**src/rtl/riscv_defines.sv**
```systemverilog
// Shared definitions for the string unit: operator codes, the sequencer
// state encoding and the last-word byte-enable helper.
package riscv_defines;

    localparam int STR_OP_WIDTH = 2;

    localparam logic [STR_OP_WIDTH-1:0] STR_UPPER = 2'd0;
    localparam logic [STR_OP_WIDTH-1:0] STR_LOWER = 2'd1;
    localparam logic [STR_OP_WIDTH-1:0] STR_ROT13 = 2'd2;
    localparam logic [STR_OP_WIDTH-1:0] STR_LEET  = 2'd3;

    typedef enum logic [2:0] {
        SEQ_IDLE    = 3'd0,
        SEQ_RD_REQ  = 3'd1,
        SEQ_RD_WAIT = 3'd2,
        SEQ_EXEC    = 3'd3,
        SEQ_WR_REQ  = 3'd4,
        SEQ_WR_WAIT = 3'd5,
        SEQ_DONE    = 3'd6
    } str_seq_state_e;

    // Byte lanes for the final word; a remainder of 0 means a full word.
    function automatic logic [3:0] str_last_be(input logic [1:0] remaining);
        logic [3:0] be;
        case (remaining)
            2'd1:    be = 4'b0001;
            2'd2:    be = 4'b0011;
            2'd3:    be = 4'b0111;
            default: be = 4'b1111;
        endcase
        return be;
    endfunction

endpackage

```
**src/rtl/riscv_str_seq.sv**
```systemverilog
// Multi-word string sequencer: walks a byte buffer one word at a time,
// feeds each word through riscv_str_ops and writes the result back in place.
module riscv_str_seq
    import riscv_defines::*;
#(
    parameter int LEN_W = 16
) (
    input  logic                    clk,
    input  logic                    rst_n,
    input  logic                    start_i,
    input  logic [STR_OP_WIDTH-1:0] op_i,
    input  logic [31:0]             addr_i,
    input  logic [LEN_W-1:0]        len_i,
    output logic                    busy_o,
    output logic                    done_o,
    output logic                    data_req_o,
    input  logic                    data_gnt_i,
    input  logic                    data_rvalid_i,
    output logic [31:0]             data_addr_o,
    output logic                    data_we_o,
    output logic [3:0]              data_be_o,
    output logic [31:0]             data_wdata_o,
    input  logic [31:0]             data_rdata_i,
    output logic                    str_enable_o,
    output logic [STR_OP_WIDTH-1:0] str_operator_o,
    output logic [31:0]             str_operand_o,
    input  logic [31:0]             str_result_i,
    input  logic                    str_ready_i,
    output logic                    str_ex_ready_o
);

    localparam logic [LEN_W-1:0] WORD_BYTES = LEN_W'(4);

    str_seq_state_e          state_q, state_d;
    logic [STR_OP_WIDTH-1:0] op_q, op_d;
    logic [31:0]             addr_q, addr_d;
    logic [LEN_W-1:0]        rem_q, rem_d;
    logic [31:0]             operand_q, operand_d;
    logic [31:0]             result_q, result_d;
    logic                    exec_old_q, exec_old_d;
    logic                    busy_q, busy_d;

    logic                    last_word_s;
    logic [3:0]              wr_be_s;
    logic                    req_s, we_s, enable_s, ex_ready_s, done_s;
    logic [3:0]              be_s;

    assign last_word_s = (rem_q <= WORD_BYTES);
    assign wr_be_s     = last_word_s ? str_last_be(rem_q[1:0]) : 4'b1111;

    // Next-state, datapath updates and per-state output decode.
    always_comb begin
        state_d    = state_q;
        op_d       = op_q;
        addr_d     = addr_q;
        rem_d      = rem_q;
        operand_d  = operand_q;
        result_d   = result_q;
        exec_old_d = 1'b0;
        req_s      = 1'b0;
        we_s       = 1'b0;
        be_s       = 4'b0000;
        enable_s   = 1'b0;
        ex_ready_s = 1'b0;
        done_s     = 1'b0;
        case (state_q)
            SEQ_IDLE: begin
                if (start_i) begin
                    if (len_i != {LEN_W{1'b0}}) begin
                        op_d    = op_i;
                        addr_d  = addr_i & 32'hFFFF_FFFC;
                        rem_d   = len_i;
                        state_d = SEQ_RD_REQ;
                    end else begin
                        state_d = SEQ_DONE;
                    end
                end else begin
                    state_d = SEQ_IDLE;
                end
            end
            SEQ_RD_REQ: begin
                req_s = 1'b1;
                be_s  = 4'b1111;
                if (data_gnt_i) begin
                    // A response in the grant cycle skips the wait state.
                    if (data_rvalid_i) begin
                        operand_d = data_rdata_i;
                        state_d   = SEQ_EXEC;
                    end else begin
                        state_d   = SEQ_RD_WAIT;
                    end
                end else begin
                    state_d = SEQ_RD_REQ;
                end
            end
            SEQ_RD_WAIT: begin
                if (data_rvalid_i) begin
                    operand_d = data_rdata_i;
                    state_d   = SEQ_EXEC;
                end else begin
                    state_d   = SEQ_RD_WAIT;
                end
            end
            SEQ_EXEC: begin
                enable_s = 1'b1;
                // Ignore ready in the first cycle: str_ops has not yet seen enable.
                if (exec_old_q && str_ready_i) begin
                    result_d   = str_result_i;
                    ex_ready_s = 1'b1;
                    state_d    = SEQ_WR_REQ;
                end else begin
                    exec_old_d = 1'b1;
                end
            end
            SEQ_WR_REQ: begin
                req_s = 1'b1;
                we_s  = 1'b1;
                be_s  = wr_be_s;
                if (data_gnt_i) begin
                    if (data_rvalid_i) begin
                        addr_d  = addr_q + 32'd4;
                        rem_d   = last_word_s ? {LEN_W{1'b0}} : (rem_q - WORD_BYTES);
                        state_d = last_word_s ? SEQ_DONE : SEQ_RD_REQ;
                    end else begin
                        state_d = SEQ_WR_WAIT;
                    end
                end else begin
                    state_d = SEQ_WR_REQ;
                end
            end
            SEQ_WR_WAIT: begin
                if (data_rvalid_i) begin
                    addr_d  = addr_q + 32'd4;
                    rem_d   = last_word_s ? {LEN_W{1'b0}} : (rem_q - WORD_BYTES);
                    state_d = last_word_s ? SEQ_DONE : SEQ_RD_REQ;
                end else begin
                    state_d = SEQ_WR_WAIT;
                end
            end
            SEQ_DONE: begin
                done_s  = 1'b1;
                state_d = SEQ_IDLE;
            end
            default: begin
                state_d = SEQ_IDLE;
            end
        endcase
        busy_d = (state_d != SEQ_IDLE);
    end

    // State and datapath registers; reset abandons any transfer in flight.
    always_ff @(posedge clk or negedge rst_n) begin
        if (!rst_n) begin
            state_q    <= SEQ_IDLE;
            op_q       <= {STR_OP_WIDTH{1'b0}};
            addr_q     <= 32'd0;
            rem_q      <= {LEN_W{1'b0}};
            operand_q  <= 32'd0;
            result_q   <= 32'd0;
            exec_old_q <= 1'b0;
            busy_q     <= 1'b0;
        end else begin
            state_q    <= state_d;
            op_q       <= op_d;
            addr_q     <= addr_d;
            rem_q      <= rem_d;
            operand_q  <= operand_d;
            result_q   <= result_d;
            exec_old_q <= exec_old_d;
            busy_q     <= busy_d;
        end
    end

    assign busy_o         = busy_q;
    assign done_o         = done_s;
    assign data_req_o     = req_s;
    assign data_we_o      = we_s;
    assign data_be_o      = be_s;
    assign data_addr_o    = addr_q;
    assign data_wdata_o   = result_q;
    assign str_enable_o   = enable_s;
    assign str_operator_o = op_q;
    assign str_operand_o  = operand_q;
    assign str_ex_ready_o = ex_ready_s;

endmodule
```
**config.mk**
```make
export PLATFORM = sky130hd
export DESIGN_NAME = riscv_str_seq
export DESIGN_NICKNAME = d
export VERILOG_FILES = /design/src/rtl/riscv_defines.sv /design/src/rtl/riscv_str_seq.sv
export SDC_FILE = /design/constraint.sdc
export NUM_CORES = 1
export LEC_CHECK = 0
export CAP_MARGIN = 20
export CORE_UTILIZATION = 44
export DETAILED_ROUTE_END_ITERATION = 10
export PLACE_DENSITY = 0.91
export SLEW_MARGIN = 40
export SYNTH_ARGS = -nofsm -noshare
export SYNTH_HDL_FRONTEND = slang
export SYNTH_SLANG_ARGS = --single-unit
```
**constraint.sdc**
```tcl
create_clock -name clk -period 2.9 [get_ports clk]
set_input_delay 0.58 -clock clk [delete_from_list [all_inputs] [get_ports clk]]
set_output_delay 0.58 -clock clk [all_outputs]
set_load 0.01 [all_outputs]
```
==> results of run 1 <==
-- layout make-up --
type / instances / area share, %
Sequential cell: 117 / 33.0
Inverter: 12 / 0.507
Tap cell: 172 / 2.42
Multi-Input combinational cell: 388 / 30.9
Clock buffer: 21 / 5.30
Timing Repair Buffer: 239 / 26.8
Clock inverter: 11 / 1.16
-- synth_stat cells (4+ instances only) --
library cell    n  area share (%)
nor4_1          8            0.86
and3_1          7            0.75
nand3_1        14             1.2
a41o_1          4            0.68
buf_2          13             1.1
dfrtp_1       117              50
nand4_1        13             1.4
a31oi_1         4            0.43
inv_1          12            0.77
nand2_1        35             2.2
o22ai_1        10             1.1
o22a_1          7             1.0
a21o_1          5            0.64
nor3_1          8            0.68
nor2_1         29             1.9
mux2_1         21             4.0
a2bb2oi_1       6            0.90
o21ai_0        37             3.2
o2bb2ai_1       7             1.0
clkbuf_1       21             1.3
mux2_2         45             8.7
and2_1          5            0.53
and4_1          7             1.0
ha_1            6             1.3
a21oi_1        59             5.0
-- sequential cells by signal, summed over array words and instances (netlist names) --
register and cells:
data_wdata_o 32, str_operand_o 32, data_addr_o 30, rem_q 16, state_q 3, str_operator_o 2, busy_o 1, exec_old_q 1
-- layout by cell type, fill, tap and decap left out, types with 8 or more instances in the layout --
cell	instances
clkbuf_16	17
inv_1	12
buf_4	13
nand2_1	35
o22ai_1	10
mux2_2	45
nand4_1	13
mux2_1	21
a21oi_1	57
o21ai_0	36
nor4_1	8
dfrtp_1	117
nor2_1	29
clkdlybuf4s50_1	219
nor3_1	8
nand3_1	14
-- logic make-up (layout without fill, tap and decap cells) --
family | Yosys count | in the layout
simple gates | 142 | 142
flops | 117 | 117
fa+ha+maj | 6 | 6
other cells | 1 | 2
mux | 66 | 66
buf+inv | 53 | 283
compound gates | 172 | 172
-- metal layers --
metal / up-vias / GRT usage [%] / part of all wire [%]
met5: - / 0 / 0
met4: 0 / 12.6 / 2.5
met3: 44 / 7.54 / 7.9
met2: 299 / 45.7 / 51
met1: 2735 / 31.0 / 38
li1: 2526 / - / -
-- through the flow --
stage          hold WS (ns)  cells  setup slack, ns  utilization (%)
2_1_floorplan         0.284    558            0.565                -
3_3_place_gp          0.464    926            0.154             64.8
3_5_place_dp          0.474    926           0.0557             64.8
4_1_cts               0.235    959          0.00735             69.3
5_1_grt               0.258    960          0.00753             69.5
6_report              0.211    960            0.118             69.5
-- power breakdown --
group	leakage, nW	internal (mW)	switching, mW
sequential	1.39	2.44	0.793
clock	0.275	1.24	0.765
combinational	1.92	2.28	1.74
-- path summary, 6_finish.rpt --
check	startpoint	to	slack, ns	cells past startpoint
worst max-delay path	rem_q[3]$_DFFE_PN0P_	data_be_o[2]	0.12	8
worst min-delay path	rst_n	data_addr_o[2]$_DFFE_PN0P_	0.21	1
worst max register to register	rem_q[3]$_DFFE_PN0P_	rem_q[8]$_DFFE_PN0P_	0.60	9
worst min register to register	exec_old_q$_DFF_PN0_	exec_old_q$_DFF_PN0_	0.48	1
max in group asynchronous	rst_n	rem_q[13]$_DFFE_PN0P_	1.86	2
min in group clk	exec_old_q$_DFF_PN0_	exec_old_q$_DFF_PN0_	0.48	1
-- what timing repair did --
action,CTS,global route
setup endpoints to repair,3,3
setup buffers,1,1
pin swaps,0,2
resized for setup,8,12
endpoints found under the hold margin,0,0
==> run metrics, run 1 <==
status finished, final reports clean; Max-Cap Viols 0; CP most frequent cell a21oi_2; crit-path cells inv_1 -> ha_2 -> a21oi_2 -> and4bb_1 -> and2_2 -> a21o_1 -> a21oi_2 -> buf_2; pwr/cell area ~1000 nW/um^2; post-synthesis cell type count 60; XOR/XNOR Fraction of Synth Area 0%; Synth Area in Compound Gates between 10% and 20%; multiplexer share of the synthesized area roughly an eighth; layout cells sized above 1 roughly 14%; cts bufs inserted 17; ys async rst share between 90% and 100%; initial drt markers 502; unrepaired setup endpoints after global routing false; Clock Latency Late Sink 0.42 ns; clk buf depth 2; static leakage approximately 3.6 nW; Post-Synth Simple-Gate Area a little over an eighth; DRT Pass-1 Iters 5; chip width between 100 and 150 microns; DPL Wire Length approximately 12 mm; Layout area overhead 51.6%; CP Buf/Inv Count 2; initial antenna violation count 0; Reg area just under 3000 sq um; #FFs+latches synth 117; Fin. Hold Viols 0; Clock Root Buffer clkbuf_16; total track usage roughly 27%; Critical-path top delay cell dfrtp_1; Initial Utilization between 40% and 50%; syn_area_per_cell roughly 11 sq um; Hold Buf Count CTS 0; Clock Skew ~0.0093 ns; Core ar. 12800 sq um; Max Slew Vio Count 0; Post-synth EDFFs 0; Syn. warnings 0; vias in the first global route 5826; grt total ovfl 0; Die Y 117 microns; I/O Pins between 200 and 250; main combinational cell family by area after synthesis compound AO/OA/AOI/OAI gates; CTS tree done; PortBufs about 220; Most used DFF post-synth dfrtp_1; routed len/inst between 15 and 20 microns; CP Max Fanout 4; Routed WL 17.9 mm; Slew headroom 48.9%; Final Critical Period between 2 and 3 ns; area of the multi-input gates around 2700 sq um; period utilisation layout between 90% and 100%; CP required ~2.3 ns; Cell Area, Synth ~5900 sq um; synthesized instance count 557; slowest cell delay on critical path between 0.3 and 0.4 ns; crit path launch type flop; first-pass GRT wire length 29.3 mm; critical path endpoint category output pin; post-route ant nets 0; maximum clock rate around 360 MHz; Pwr Total 9.26 mW; setup TNS 0 ns; clock sinks 117; DRC viols 0; Worst-path clk slew about 0.060 ns; Placed Area about 8300 sq um; Setup CP Type flop to output pin; CP delay by family, top compound AO/OA/AOI/OAI gates; sequential share of the synthesized area around 50%; slew at the pin closest to its max-slew limit 0.761 ns; number of nets in the layout roughly 900; row cnt between 40 and 50; GPL Wtd Cong a little under 1; die area 13800 sq um; vias per cell 5.84; Final Instance Area between 8000 and 9000 sq um; FILL cells a little over 900; CTS H-tree depth 4; setup violators final 0; Synth Area in Adders around 1.3%; Crit path arrival time roughly 2.2 ns; Max VDD drop a little under 700 uV; HP Class input port to asynchronous set/reset pin; largest net degree at the start of global routing 65; routed vias 5604; antenna diode count 0
No activity file was read; power rests on OpenSTA's default activity.
==> run 2, diff against run 1 <==
Settings changed: PLACE_DENSITY 0.91 to default, PLACE_DENSITY_LB_ADDON from default to 0.08, SKIP_LAST_GASP from default to 1.
==> run metrics, run 2 (same netlist as run 1, synthesis figures left out) <==
Max Slew Vio Count 0; slew at the pin closest to its max-slew limit roughly 0.75 ns; Hold Buf Count CTS 0; antenna diode count 0; DRT Pass-1 Iters 5; commonest non-fill, non-tap cell in the layout clkdlybuf4s50_1; maximum clock rate 363 MHz; static leakage ~3.6 nW; number of nets in the layout approximately 910; I/O Pins ~230; final non-filler cell total between 900 and 1k; pwr/cell area around 1000 nW/um^2; clk buf depth 2; initial antenna violation count 0; CP delay by family, top compound AO/OA/AOI/OAI gates; CP Buf/Inv Count 2; CP Max Fanout 4; setup TNS 0 ns; Clock Skew approximately 0.006 ns; unrepaired setup endpoints after global routing false; Die Y about 120 microns; Setup CP Type flop to output pin; Clock Root Buffer clkbuf_16; FILL cells ~950; Initial Utilization 45.8%; clock sinks about 120; CTS H-tree depth 4; row cnt 41; routed len/inst between 15 and 20 microns; vias in the first global route ~5.4k; Worst-path clk slew roughly 0.050 ns; commonest non-fill, non-tap cells in the layout 219 x clkdlybuf4s50_1, 117 x dfrtp_1, 58 x a21oi_1; largest net degree at the start of global routing 71; Slew headroom roughly half; setup violators final 0; crit path launch type flop; Routed WL approximately 17 mm; GPL Wtd Cong 0.888; chip width roughly 120 microns; crit-path cells inv_1 -> ha_1 -> a21oi_2 -> and4bb_1 -> and2_1 -> a21o_1 -> a21oi_1 -> buf_2; DRC viols 0; total track usage about 26%; CTS tree done; Max-Cap Viols 0; HP Class input port to asynchronous set/reset pin; Crit path arrival time 2.18 ns; first-pass GRT wire length 28.0 mm; routed vias around 5.5k; Final Critical Period 2.76 ns; post-route ant nets 0; Critical-path top delay cell dfrtp_1; grt total ovfl 0; Fin. Hold Viols 0; die area 13800 sq um; Layout area overhead 52.3%; vias per cell about 5.7; Clock Latency Late Sink 0.41 ns; Core ar. about 13000 sq um; CP required roughly 2.3 ns; slowest cell delay on critical path roughly 0.37 ns; layout cells sized above 1 between 10 and 15%; dpl cells a little over 900; status finished, final reports clean; period utilisation layout between 90% and 100%; initial drt markers ~500; PortBufs between 200 and 250; Max VDD drop approximately 560 uV; DPL Wire Length about 12 mm; critical path endpoint category output pin; cts bufs inserted 17
## run 2: through the flow
| step | utilization, % | area (sq um) | hold WS [ns] | total power, mW | setup slack (ns) |
|---|---|---|---|---|---|
| floorplan | - | 5860 | 0.284 | 4.96 | 0.565 |
| global placement | 65.1 | 8310 | 0.460 | 7.06 | 0.178 |
| detailed placement | 65.1 | 8310 | 0.472 | 7.20 | 0.101 |
| CTS | 69.8 | 8910 | 0.211 | 9.35 | 0.00264 |
| global route | 69.8 | 8910 | 0.246 | 9.82 | 0.0117 |
| finish | 69.8 | 8910 | 0.196 | 9.29 | 0.142 |
## run 2: layout make-up
| type | count | area [sq um] | area share, % |
|---|---|---|---|
| well taps | 172 | 215 | 2.41 |
| inverters | 12 | 45.0 | 0.505 |
| clock inverters | 12 | 129 | 1.45 |
| clock buffers | 20 | 467 | 5.24 |
| multi-input cells | 388 | 2720 | 30.5 |
| repair buffers | 244 | 2410 | 27.0 |
| flip-flops and latches | 117 | 2930 | 32.8 |
## run 2: final timing paths
kind | depth (start not counted) | to | from | slack [ns]
setup / recovery | 8 | data_be_o[1] | rem_q[0]$_DFFE_PN0P_ | 0.14
setup reg to reg | 6 | data_addr_o[9]$_DFFE_PN0P_ | state_q[1]$_DFF_PN0_ | 0.62
max in group asynchronous | 2 | data_wdata_o[10]$_DFFE_PN0P_ | rst_n | 1.91
min in group clk | 1 | exec_old_q$_DFF_PN0_ | exec_old_q$_DFF_PN0_ | 0.48
hold / removal | 1 | data_addr_o[6]$_DFFE_PN0P_ | rst_n | 0.20
hold reg to reg | 1 | exec_old_q$_DFF_PN0_ | exec_old_q$_DFF_PN0_ | 0.48
## run 2: per-layer routing
metal / wire (microns) / up-vias / track usage (%)
met5: 0 / - / 0
met1: 6760 / 2653 / 29.9
met4: 318 / 0 / 9.01
met3: 1690 / 36 / 9.44
met2: 8620 / 275 / 43.3
li1: - / 2534 / -
## run 2: worst reg2reg max path, cell delays in order (launching register included)
cell and delay [ns]:
dfrtp_1 0.54, nand2b_1 0.40, a21oi_1 0.28, o31a_1 0.34, buf_4 0.27, o21ai_0 0.16
o2bb2ai_1 0.17
## run 2: timing repair
item	4_1_cts	5_1_grt
gates resized for setup	7	4
endpoints found under the setup margin	3	3
pin swaps	0	1
setup buffers	0	2
## run 2: where the power goes
group / total (mW) / leakage, nW / internal, mW / switching, mW
Clock: 2.07 / 0.276 / 1.33 / 0.746
Sequential: 3.19 / 1.39 / 2.44 / 0.745
Combinational: 4.04 / 1.94 / 2.31 / 1.73
